[src/rtl/bist_resp_analyzer_pkg.sv]
// Shared definitions for the BIST response analyzer: FSM state encodings and
// default SISR constants, also reused by the pattern-source side of the test loop.
package bist_resp_analyzer_pkg;

  typedef enum logic [1:0] {
    IDLE  = 2'd0,
    RUN   = 2'd1,
    CHECK = 2'd2,
    DONE  = 2'd3
  } bist_state_t;

  localparam int          DEF_SIG_W   = 16;
  localparam logic [15:0] DEF_POLY    = 16'h1021;
  localparam logic [15:0] DEF_SEED    = 16'hFFFF;
  localparam int          DEF_NUM_PAT = 256;
  localparam int          DEF_CNT_W   = 9;

endpackage

[src/rtl/bist_resp_analyzer_sisr.sv]
// Combinational next-state of the serial signature register: folds one response
// bit into the current signature using the feedback polynomial (top term implied).
module bist_resp_analyzer_sisr #(
  parameter int               SIG_W = 16,
  parameter logic [SIG_W-1:0] POLY  = 16'h1021
) (
  input  logic [SIG_W-1:0] sig,
  input  logic             resp_bit,
  output logic [SIG_W-1:0] sig_next
);

  logic fb;

  always_comb begin
    fb       = sig[SIG_W-1] ^ resp_bit;
    sig_next = {sig[SIG_W-2:0], 1'b0} ^ (fb ? POLY : '0);
  end

endmodule

[src/rtl/bist_resp_analyzer.sv]
// Capture/compare end of the BIST loop: compacts accepted CUT responses into a
// SISR, counts them, and compares the final signature against a golden value.
module bist_resp_analyzer
  import bist_resp_analyzer_pkg::*;
#(
  parameter int               SIG_W   = DEF_SIG_W,
  parameter logic [SIG_W-1:0] POLY    = DEF_POLY,
  parameter logic [SIG_W-1:0] SEED    = DEF_SEED,
  parameter int               NUM_PAT = DEF_NUM_PAT,
  parameter int               CNT_W   = DEF_CNT_W
) (
  input  logic             clk,
  input  logic             rst,
  input  logic             start,
  input  logic             abort,
  input  logic             resp_valid,
  input  logic             resp_bit,
  input  logic [SIG_W-1:0] golden,
  output logic             resp_ready,
  output logic             busy,
  output logic             done,
  output logic             pass,
  output logic [SIG_W-1:0] signature,
  output logic [CNT_W-1:0] resp_count
);

  localparam logic [CNT_W-1:0] LAST_IDX = CNT_W'(NUM_PAT - 1);

  bist_state_t      state, state_next;
  logic [SIG_W-1:0] sig_next;
  logic             accept;
  logic             last_accept;

  bist_resp_analyzer_sisr #(
    .SIG_W (SIG_W),
    .POLY  (POLY)
  ) u_sisr (
    .sig      (signature),
    .resp_bit (resp_bit),
    .sig_next (sig_next)
  );

  assign resp_ready  = (state == RUN);
  assign busy        = (state == RUN) || (state == CHECK);
  assign accept      = resp_valid & resp_ready;
  assign last_accept = accept && (resp_count == LAST_IDX);

  // abort outranks the final accept, so a run can always be cancelled
  always_comb begin
    state_next = state;
    case (state)
      IDLE, DONE: if (start) state_next = RUN;
      RUN: begin
        if (abort)            state_next = IDLE;
        else if (last_accept) state_next = CHECK;
      end
      CHECK:      state_next = DONE;
      default:    state_next = IDLE;
    endcase
  end

  always_ff @(posedge clk or posedge rst) begin
    if (rst) begin
      state      <= IDLE;
      signature  <= SEED;
      resp_count <= '0;
      done       <= 1'b0;
      pass       <= 1'b0;
    end else begin
      state <= state_next;
      case (state)
        IDLE, DONE: begin
          if (start) begin
            signature  <= SEED;
            resp_count <= '0;
            done       <= 1'b0;
            pass       <= 1'b0;
          end
        end
        RUN: begin
          // aborted runs keep signature/count visible for debug
          if (abort) begin
            done <= 1'b0;
            pass <= 1'b0;
          end else if (accept) begin
            signature  <= sig_next;
            resp_count <= resp_count + 1'b1;
          end
        end
        CHECK: begin
          pass <= (signature == golden);
          done <= 1'b1;
        end
        default: ;
      endcase
    end
  end

endmodule

[config.mk]
export PLATFORM = sky130hd
export DESIGN_NAME = bist_resp_analyzer
export DESIGN_NICKNAME = d
export VERILOG_FILES = /design/src/rtl/bist_resp_analyzer_pkg.sv /design/src/rtl/bist_resp_analyzer_sisr.sv /design/src/rtl/bist_resp_analyzer.sv
export SDC_FILE = /design/constraint.sdc
export NUM_CORES = 1
export LEC_CHECK = 0
export ABC_AREA = 1
export CAP_MARGIN = 40
export CORE_MARGIN = 3
export CORE_UTILIZATION = 47
export CTS_CLUSTER_DIAMETER = 80
export DETAILED_ROUTE_END_ITERATION = 8
export PLACE_DENSITY_LB_ADDON = 0.25
export SKIP_CTS_REPAIR_TIMING = 1
export SLEW_MARGIN = 20
export SYNTH_ARGS = -nofsm -noshare
export SYNTH_HDL_FRONTEND = slang
export SYNTH_SLANG_ARGS = --single-unit
[constraint.sdc]
create_clock -name clk -period 2.5 [get_ports clk]
set_clock_uncertainty 0.15 [all_clocks]
set_input_delay 0.5 -clock clk [delete_from_list [all_inputs] [get_ports clk]]
set_output_delay 0.5 -clock clk [all_outputs]
set_load 0.02 [all_outputs]
==> results.txt <==
The run finished with clean final reports. The slew at the pin closest to its max-slew limit came out at ~0.38 ns. The final-stage net count is ~290.

The normalized max-slew margin is 0.745. TritonCTS built the clock tree. In the final layout, the share of cells above drive strength 1 is 0.160. For this design the ratio of total power to cell area is between 1000 and 1500 nW/um^2. The parity-gate share of the synthesized area counting xor and xnor cells is 0.0560. The highest fanout seen on the critical path is 7. The number of global-route vias before repair came out at 1466. After the flow finishes, the layout carries non-filler instances totaling between 300 and 400. The detailed-router iteration count before antenna repair is 4.

Including well taps, the total number of placed cells is 300. The final number of max-transition violations came out at 0. The global-route usage over all layers came out at 0.192. The top achievable clock speed is 421 MHz. The H-tree was split into 2 levels.

Across the run, the number of max-cap violations was 0. The number of cells produced by synthesis came out at 205. The count of final hold-check violations was 0. Entering global routing, the biggest net connects 30 pins. Setup repair after global routing left no endpoint under its margin.

The sum of net half-perimeters after detailed placement is 2900 um. The final cycle utilization of the critical path is 0.950. The portion of synthesized cell area occupied by the leading cell type is 0.244. The worst ir drop on vdd is 0.000779 V. The worst hold slack after final layout is 0.357 ns.

The post-synthesis sequential area ratio is 0.433. Of the total synthesized cell area, the portion taken by full adders, half adders and majority gates is 0.0363. For this block, the initial DRC count from the detailed router was 50. In this run the clock root is driven by a sky130_fd_sc_hd__clkbuf_8. At the end of the flow the core is filled with cells to 0.683.

The mux cell area share after synthesis is 0. The area of the die came out at approximately 4400 um^2. The cell row count came out at 21.

The total overflow reported by the global router is 0. The synthesized netlist contains 27 unique library cells. The post-layout minimum cycle time came out at roughly 2.4 ns. The mean area per synthesized cell is about 8.4 um^2.

The simple-gate area share of the yosys netlist came out at 0.217. The number of warnings printed during yosys synthesis came out at 0. The total clock sinks is 29. The DRC violation count after routing is 0.

The post-synthesis net count is 232. The synthesized-area fraction occupied by ao, oa, aoi and oai cells came out at 0.155. The via count of the routed design came out at 1495. The met2 routing resource usage after global routing came out at 0.328.

Clock-pin slew was measured on the worst setup and hold paths at approximately 0.06 ns. The synthesized cell area came out at 1720 um^2. The area growth from synthesis to layout is 36.5%.

The total of flip-flops plus latches after synthesis is 29. By area, the combinational part of the netlist is dominated by simple AND/OR/NAND/NOR gates. The total length of routed wires is roughly 3900 um. In the global route stage, met1 resource usage came out at 0.235.

The maximum clock insertion buffer count is 2. The worst setup slack before clock tree synthesis came out at 0.279 ns. For this run, global-route usage on met3 was measured as 0.0422. The final count of negative-setup-slack endpoints is 0.

The routing layer with the top usage in global route is met2. Dividing the detail-routed via count by the number of cells gives between 4 and 5. The starting density of the core came out at 0.500. By area the synthesized netlist is led by sky130_fd_sc_hd__dfstp_2, sky130_fd_sc_hd__dfrtp_1, sky130_fd_sc_hd__nand2_1. In this run the standard cell core region covers about 3400 um^2. The count of buffers added on input and output ports is 50.

For the final routed database, the setup TNS stands at 0 ns. In the post-route analysis, the smallest setup slack over all paths is 0.124 ns. The first global-routing pass estimated around 6400 um of wire. Dividing the detail-routed wire length by the instance count gives 12.5 um. Summing all non-filler instances in the final layout gives an area of about 2300 um^2. By startpoint and endpoint, the worst setup path is classified as flop to output port.

The die width came out at 66.5 um. In this run the count of I/O pins placed on the die edge is 51. The required time at the worst-slack endpoint came out at roughly 1.9 ns. The kind of start point of the critical path is a flop.

The number of antenna repair diodes is 0. The vertical extent of the die is roughly 67 um. The sum of internal, switching and leakage power came out at 2.62 mW. The weighted congestion at the end of routability-driven global placement came out at just over 0.8. The static leakage came out at around 1.1 nW.

The number of clock buffers inserted by TritonCTS is 5. The initial antenna violation count is 0. The data arrival time at the worst-slack endpoint came out at 1.73 ns. The synthesized design spends more area on one cell type than any other, namely sky130_fd_sc_hd__dfstp_2. The later pin in the worst-skew pair is clocked with a latency of between 0.2 and 0.3 ns. The instance area after placement came out at ~2300 um^2.

The count of nets left with antenna violations after detail routing is 0. In this run the worst hold path is classified as flop to flop. The worst setup path is captured at an output port.
-- critical path, cell delays in order (launching register included) --
cell and delay [ns]:
sky130_fd_sc_hd__dfrtp_1 0.38, sky130_fd_sc_hd__inv_1 0.10, sky130_fd_sc_hd__ha_1 0.31, sky130_fd_sc_hd__clkdlybuf4s50_1 0.66
-- synthesized netlist by cell type --
library cell / n
sky130_fd_sc_hd__o31ai_2: 1
sky130_fd_sc_hd__nor2_4: 2
sky130_fd_sc_hd__nand2_1: 47
sky130_fd_sc_hd__xnor2_1: 2
sky130_fd_sc_hd__o21bai_1: 1
sky130_fd_sc_hd__a22oi_1: 3
sky130_fd_sc_hd__nor2_1: 21
sky130_fd_sc_hd__a22oi_2: 10
sky130_fd_sc_hd__nand4_1: 1
sky130_fd_sc_hd__a22o_1: 1
sky130_fd_sc_hd__nand2_2: 2
sky130_fd_sc_hd__o22ai_1: 1
sky130_fd_sc_hd__dfstp_2: 16
sky130_fd_sc_hd__ha_1: 5
sky130_fd_sc_hd__inv_1: 39
sky130_fd_sc_hd__xor2_1: 9
sky130_fd_sc_hd__buf_6: 2
sky130_fd_sc_hd__nor3_1: 1
sky130_fd_sc_hd__o21ai_2: 1
sky130_fd_sc_hd__o21ai_0: 4
sky130_fd_sc_hd__o21ai_1: 2
sky130_fd_sc_hd__nor3b_1: 2
sky130_fd_sc_hd__nand3_1: 8
sky130_fd_sc_hd__buf_4: 1
sky130_fd_sc_hd__a21oi_1: 9
sky130_fd_sc_hd__dfrtp_1: 13
sky130_fd_sc_hd__nand3_4: 1
-- final timing paths --
| path | from | to | slack, ns | depth (start not counted) |
|---|---|---|---|---|
| max in group asynchronous | rst | signature[13] | 1.44 | 3 |
| max reg2reg | resp_count[0] | state[0] | 0.43 | 10 |
| max | state[1] | resp_ready | 0.12 | 3 |
| min reg2reg | signature[11] | signature[12] | 0.36 | 2 |
| min | signature[11] | signature[12] | 0.36 | 2 |
| min in group asynchronous | rst | resp_count[1] | 0.45 | 3 |
-- placed cells by master (no fill, tap or decap), drive strengths merged --
cell            n
dfrtp          13
clkdlybuf4s50  49
nor2           23
o22ai           1
a21oi           9
a22o            1
xnor2           2
nor3b           2
inv            39
dfstp          16
o31ai           1
dlymetal6s2s    1
xor2            9
clkinv          2
o21ai           7
nand3           9
nand4           1
o21bai          1
nand2          49
nor3            1
buf             2
ha              5
a22oi          13
clkbuf          6
-- registers in the layout, indices dropped and copies added, names as in the netlist --
signal      cells
done            1
pass            1
resp_count      9
signature      16
state           2
-- routing by layer --
| metal | up-vias | routed length, um |
|---|---|---|
| li1 | 757 | - |
| met1 | 693 | 1740 |
| met2 | 40 | 1860 |
| met3 | 5 | 224 |
| met4 | 0 | 34 |
| met5 | - | 0 |
-- cells by family after synthesis --
group | after synthesis
AO/OA/AOI/OAI | 33
XOR/XNOR | 11
adder cells (fa/ha/maj) | 5
buffers and inverters | 42
flip-flops | 29
AND/OR/NAND/NOR | 85
-- final cells by class --
class | count | area, um^2
repair buffers | 52 | 518
inverters | 39 | 146
flip-flops and latches | 29 | 746
clock inverters | 2 | 10.0
well taps | 46 | 57.6
fillers | 298 | 1090
clock buffers | 6 | 72.6
multi-input cells | 134 | 800
-- power breakdown --
group	total, mW	internal (mW)	switching [mW]	leakage, nW
combinational	1.41	0.575	0.833	0.760
clock	0.366	0.192	0.173	0.0450
sequential	0.844	0.700	0.144	0.344
(Power assumes the default switching activity.)
